$ cat src/rtl/regfile_pkg.sv
// Shared defaults, mask type and the lane-merge helper used by both the
// register array write path and the read bypass path of regfile_mp.
package regfile_pkg;

  localparam int DEF_DATA_W = 32;
  localparam int DEF_LANE_W = 16;
  localparam int DEF_DEPTH  = 16;
  localparam int DEF_LANES  = DEF_DATA_W / DEF_LANE_W;

  // Widest word the merge helper handles; callers zero-extend and truncate.
  localparam int MERGE_W = 256;

  typedef logic [DEF_LANES-1:0] lane_mask_t;
  typedef logic [MERGE_W-1:0]   merge_word_t;

  // Bit b takes data[b] when the lane that owns it (b / lane_w) is enabled.
  function automatic merge_word_t lane_merge(input merge_word_t old_val,
                                             input merge_word_t data,
                                             input merge_word_t mask,
                                             input int          lane_w);
    merge_word_t res;
    logic [7:0]  bi;
    logic [7:0]  li;
    res = old_val;
    for (int b = 0; b < MERGE_W; b++) begin
      bi = 8'(b);
      li = 8'(b / lane_w);
      res[bi] = mask[li] ? data[bi] : old_val[bi];
    end
    return res;
  endfunction

endpackage

$ cat src/rtl/regfile_mp_scoreboard.sv
// Busy scoreboard: one flop per register, set by reservations, cleared by
// port-B writeback, plus a sticky flag for reservations on busy registers.
module rf_scoreboard
  import regfile_pkg::*;
#(
  parameter  int DEPTH    = DEF_DEPTH,
  parameter  int ZERO_REG = 0,
  localparam int ADDR_W   = $clog2(DEPTH)
) (
  input  logic              clk,
  input  logic              rst_n,
  input  logic              rsv_en,
  input  logic [ADDR_W-1:0] rsv_addr,
  input  logic              wb_en,
  input  logic [ADDR_W-1:0] wb_addr,
  output logic [DEPTH-1:0]  busy,
  output logic              rsv_err
);

  logic [DEPTH-1:0] busy_next;
  logic             rsv_live;
  logic             err_next;

  // Register 0 cannot be reserved when it is hardwired to zero.
  assign rsv_live = rsv_en && !((ZERO_REG != 0) && (rsv_addr == '0));

  genvar gi;
  for (gi = 0; gi < DEPTH; gi++) begin : g_busy
    logic set_hit;
    logic clr_hit;
    assign set_hit = rsv_live && (rsv_addr == ADDR_W'(gi));
    assign clr_hit = wb_en && (wb_addr == ADDR_W'(gi));
    // A same-cycle reservation outranks the retiring writeback.
    assign busy_next[gi] = set_hit | (busy[gi] & ~clr_hit);
  end

  assign err_next = rsv_err |
                    (rsv_live && busy[rsv_addr] && !(wb_en && (wb_addr == rsv_addr)));

  always_ff @(posedge clk or negedge rst_n) begin
    if (!rst_n) begin
      busy    <= '0;
      rsv_err <= 1'b0;
    end else begin
      busy    <= busy_next;
      rsv_err <= err_next;
    end
  end

endmodule

$ cat src/rtl/regfile_mp.sv
// Multi-read, dual-write register file with per-lane write masks, optional
// same-cycle write bypass and a busy scoreboard for long-latency writes.
module regfile_mp
  import regfile_pkg::*;
#(
  parameter  int DATA_W   = DEF_DATA_W,
  parameter  int DEPTH    = DEF_DEPTH,
  parameter  int NUM_RD   = 2,
  parameter  int LANE_W   = DEF_LANE_W,
  parameter  int BYPASS   = 1,
  parameter  int ZERO_REG = 0,
  localparam int ADDR_W   = $clog2(DEPTH),
  localparam int LANES    = DATA_W / LANE_W
) (
  input  logic                     clk,
  input  logic                     rst_n,
  input  logic [NUM_RD*ADDR_W-1:0] rd_addr,
  output logic [NUM_RD*DATA_W-1:0] rd_data,
  output logic [NUM_RD-1:0]        rd_busy,
  input  logic                     wa_en,
  input  logic [ADDR_W-1:0]        wa_addr,
  input  logic [LANES-1:0]         wa_mask,
  input  logic [DATA_W-1:0]        wa_data,
  input  logic                     wb_en,
  input  logic [ADDR_W-1:0]        wb_addr,
  input  logic [LANES-1:0]         wb_mask,
  input  logic [DATA_W-1:0]        wb_data,
  input  logic                     rsv_en,
  input  logic [ADDR_W-1:0]        rsv_addr,
  output logic                     rsv_ready,
  output logic                     rsv_err
);

  function automatic logic [DATA_W-1:0] merge_fn(input logic [DATA_W-1:0] old_val,
                                                 input logic [DATA_W-1:0] data,
                                                 input logic [LANES-1:0]  mask);
    return DATA_W'(lane_merge(merge_word_t'(old_val), merge_word_t'(data),
                              merge_word_t'(mask), LANE_W));
  endfunction

  logic [DATA_W-1:0] mem       [DEPTH];
  logic [DATA_W-1:0] word_next [DEPTH];
  logic [DEPTH-1:0]  busy;

  genvar gi;
  for (gi = 0; gi < DEPTH; gi++) begin : g_word
    if ((ZERO_REG != 0) && (gi == 0)) begin : g_zero
      assign word_next[gi] = '0;
    end else begin : g_live
      logic [LANES-1:0]  mask_a;
      logic [LANES-1:0]  mask_b;
      assign mask_a = (wa_en && (wa_addr == ADDR_W'(gi))) ? wa_mask : '0;
      assign mask_b = (wb_en && (wb_addr == ADDR_W'(gi))) ? wb_mask : '0;
      // Port B is applied last so it wins on lanes both ports enable.
      assign word_next[gi] = merge_fn(merge_fn(mem[gi], wa_data, mask_a), wb_data, mask_b);
    end
  end

  always_ff @(posedge clk or negedge rst_n) begin
    if (!rst_n) begin
      for (int i = 0; i < DEPTH; i++) mem[i] <= '0;
    end else begin
      for (int i = 0; i < DEPTH; i++) mem[i] <= word_next[i];
    end
  end

  for (gi = 0; gi < NUM_RD; gi++) begin : g_rd
    logic [ADDR_W-1:0] addr;
    logic [DATA_W-1:0] fwd;
    assign addr = rd_addr[gi*ADDR_W +: ADDR_W];
    if (BYPASS != 0) begin : g_byp
      logic [LANES-1:0] byp_a;
      logic [LANES-1:0] byp_b;
      // Gated by rst_n so nothing leaks through while the array is held clear.
      assign byp_a = (rst_n && wa_en && (wa_addr == addr)) ? wa_mask : '0;
      assign byp_b = (rst_n && wb_en && (wb_addr == addr)) ? wb_mask : '0;
      assign fwd   = merge_fn(merge_fn(mem[addr], wa_data, byp_a), wb_data, byp_b);
    end else begin : g_stored
      assign fwd = mem[addr];
    end
    assign rd_data[gi*DATA_W +: DATA_W] = ((ZERO_REG != 0) && (addr == '0)) ? '0 : fwd;
    assign rd_busy[gi] = busy[addr];
  end

  rf_scoreboard #(
    .DEPTH    (DEPTH),
    .ZERO_REG (ZERO_REG)
  ) u_scoreboard (
    .clk      (clk),
    .rst_n    (rst_n),
    .rsv_en   (rsv_en),
    .rsv_addr (rsv_addr),
    .wb_en    (wb_en),
    .wb_addr  (wb_addr),
    .busy     (busy),
    .rsv_err  (rsv_err)
  );

  assign rsv_ready = ~busy[rsv_addr];

endmodule
$ cat config.mk
export PLATFORM = sky130hd
export DESIGN_NAME = regfile_mp
export DESIGN_NICKNAME = d
export VERILOG_FILES = /design/src/rtl/regfile_pkg.sv /design/src/rtl/regfile_mp_scoreboard.sv /design/src/rtl/regfile_mp.sv
export SDC_FILE = /design/constraint.sdc
export NUM_CORES = 2
export LEC_CHECK = 0
export ABC_AREA = 1
export BUFFER_PORTS_ARGS = -buffer_cell sky130_fd_sc_hd__buf_2
export CELL_PAD_IN_SITES_DETAIL_PLACEMENT = 0
export CELL_PAD_IN_SITES_GLOBAL_PLACEMENT = 2
export CORE_UTILIZATION = 32
export CTS_CLUSTER_SIZE = 30
export DETAILED_ROUTE_END_ITERATION = 8
export PLACE_DENSITY_LB_ADDON = 0.1
export SYNTH_ARGS = -nofsm -noshare
export SYNTH_HDL_FRONTEND = slang
export SYNTH_SLANG_ARGS = --single-unit
$ cat constraint.sdc
create_clock -name clk -period 1.6 [get_ports clk]
set_input_delay 0.16 -clock clk [delete_from_list [all_inputs] [get_ports clk]]
set_output_delay 0.16 -clock clk [all_outputs]
set_load 0.02 [all_outputs]
==> results.ini <==
[synth]
synth.top_cell.area_share_pct = 35.2
yosys.area_share.xor_xnor_pct = 0.0932
synth_fa_ha_area_share_pct = 0
synthFlopType = dfrtp_1
synth-seq-cells = 529
synth_top_area_cell = dfrtp_1
synth_compound_area_share_pct = 14.1
muxShareOfSynthArea_pct = 0
synthDistinctLibCells = 27
syn_nets = 5907
syn_area_sq_um = 37600
synthSimpleGateAreaFrac_pct = 38.6
synthArstFlopShare_pct = 100
synth-edff-count = 0
synth_top_family_by_area = simple AND/OR/NAND/NOR gates
syn_inst = 5814
synth-warning-count = 0
synth_commonest_cells = nand2_1 (2229), nand3_1 (924), inv_1 (608), dfrtp_1 (529), o221ai_1 (446)
synth-seq-area-share_pct = 35.2
synthTopCellsByArea = dfrtp_1 (35%), nand2_1 (22%), nand3_1 (12%), o221ai_1 (10%), inv_1 (6.1%)
synth_area_per_cell_sq_um = 6.46
yosysMostFrequentCell = nand2_1

[global_route]
overflow = 0
grt_pass1_vias = 40400
grtUsageTotal_pct = 34.3
grt_max_degree = 142
grt_util_met3_pct = 7.55
grt_pass1_wl_um = 298000
antenna_found_initial = 0
grt.met2_usage_pct = 48.3
grt.busiest_layer = met1
grt_util_met1_pct = 52.0

[layout]
fin_area_sq_um = 50000
num-fill-cells = 12100
diodes = 0
area_growth_pct = 33.0
final_net_count = 6242
drive_above_1_share_pct = 25.6
final_util_pct = 42.9
stdcell_count = 7726

[worst_setup_path]
worstPathRequired_ns = 1.44
setup.worst_path.class = flop to output pin
crit_fanout = 2
crit_end = rd_data[35]
arrival_ns = 2.07
regToRegEndpoint = mem[104]$_DFFE_PN0P_
r2r_slack_ns = 0.21
start_kind = flop
r2r_start = mem[104]$_DFFE_PN0P_
end_kind = output pin
startpoint = mem[483]$_DFFE_PN0P_
rr_worst_depth = 4

[flow_run]
maxCapViolCount = 0

[sta]
holdWs_ns = 0.0345
fmax_mhz = 449
finalClockSkew_ns = 0.0151
fin_crit_ns = 2.23
setup_slack_ns = -0.628
rsz0062_at_grt = true
relSlewSlack_pct = 42.1
drv_slew = 0
fin_crit_sh_pct = 139
worst_slew_pin_slew_ns = 0.868
finalSetupViolCount = 67
hold_viol = 0

[power]
peakVddDrop_uv = 884
p_leak_nw = 25.4
power_mw = 54.6
power_density_nw_per_um2 = 1090

[outcome]
outcome = finished with violations
violations = negative setup slack

[detailed_routing]
viasPerCell = 5.73
wirelength_um = 209000
drt-initial-drc-count = 5671
postRouteAntennaNets = 0
vias = 44300
drc_errors = 0
avgRoutedWirePerCell_um = 27.0
first_pass_iters = 7

[min_path]
worstHoldStart = wb_data[29]
worstHoldPathType = input pin to flop

[die]
fp.dieArea_sq_um = 119000
boundaryPins = 161
initial_core_util_pct = 32.3
core-area_sq_um = 116000
placementRows = 125
die-width_um = 345
die_height_um = 345

[clocking]
cts_tree = yes
clock-sinks = 529
cts_buffers = 73
root_buffer = clkbuf_16
h-tree-depth = 3
clk_pin_slew_ns = 0.05
worstSkewPairLatency_ns = 0.66
clockBufferDepth = 3

[placed_design]
dpl_cell_area_sq_um = 44100
gp_congestion = 0.911
dp_hpwl_um = 142000
placed_cells = 7520
io_buffers = 160

-- worst min-delay path by stage --
| stage | to | cells after the start |
|---|---|---|
| after floorplan | mem[0]$_DFFE_PN0P_ | 0 |
| after global placement | u_scoreboard.rsv_err$_DFF_PN0_ | 1 |
| after detailed placement | u_scoreboard.rsv_err$_DFF_PN0_ | 1 |
| after CTS | u_scoreboard.busy[6]$_DFF_PN0_ | 4 |
| after global routing | mem[320]$_DFFE_PN0P_ | 4 |
| final | mem[285]$_DFFE_PN0P_ | 4 |
-- layout make-up --
type                    count  area [sq um]  area share, %
inverters                 638          2430           4.86
well taps                1524          1910           3.82
clock inverters            25           399          0.799
multi-input cells        4116         22200           44.5
repair buffers            791          7590           15.2
flip-flops and latches    529         13200           26.5
clock buffers             103          2180           4.37
-- flip-flops by register name (all words and copies together), names as in the netlist --
signal                count
mem                     512
u_scoreboard.busy        16
u_scoreboard.rsv_err      1
-- critical path, stage by stage, from the launching register on --
cell and delay [ns]:
dfrtp_1 0.40, buf_6 0.12, o211ai_1 0.15, nand3_1 0.14, nand3_2 0.15, nand3_4 0.14, nand2_4 0.12, nand2_2 0.05
buf_6 0.13
-- cell usage in the layout, fill, tap and decap left out, types with 16 or more instances in the layout --
| cell | count |
|---|---|
| a21oi_1 | 17 |
| buf_12 | 120 |
| buf_2 | 93 |
| buf_4 | 479 |
| buf_6 | 73 |
| clkbuf_16 | 78 |
| clkbuf_8 | 16 |
| dfrtp_1 | 526 |
| dlygate4sd3_1 | 21 |
| inv_1 | 399 |
| inv_2 | 232 |
| nand2_1 | 2125 |
| nand2_2 | 94 |
| nand3_1 | 612 |
| nand3_2 | 267 |
| nand3_4 | 53 |
| nand4_1 | 110 |
| nor2_1 | 154 |
| o211ai_1 | 128 |
| o21ai_0 | 47 |
| o221ai_1 | 446 |
-- report_power, final --
| part | internal, mW | switching, mW |
|---|---|---|
| clock network | 11.1 | 7.06 |
| registers | 16.6 | 2.20 |
| logic | 7.01 | 10.6 |
-- through the flow --
stage	TNS [ns]	setup WS, ns
3_3_place_gp	-82.27	-0.511
4_1_cts	-32.66	-0.693
6_report	-29.72	-0.628
5_1_grt	-35.14	-0.646
3_5_place_dp	-84.64	-0.522
2_1_floorplan	-0.336	-0.0163
-- cells by family (layout without fill, tap and decap cells) --
family                 Yosys count  in the layout
AND/OR/NAND/NOR               3455           3455
XOR/XNOR                         4              4
flip-flops                     529            529
buffers and inverters         1169           1557
AO/OA/AOI/OAI                  657            657
-- repair_timing --
item,CTS,global route
pin swaps,225,233
gates resized for setup,512,314
gates cloned,0,1
setup buffers,22,47
setup endpoints to repair,67,115
hold endpoints to repair,302,0
hold buffers,21,0
-- layer usage --
| metal | share of wire [%] | routed length, um |
|---|---|---|
| met3 | 9.9 | 20700 |
| met4 | 2.9 | 5960 |
| met1 | 47 | 97600 |
| met5 | 0 | 0 |
| met2 | 41 | 84700 |
Note: power is estimated with default switching activity, not from simulation.
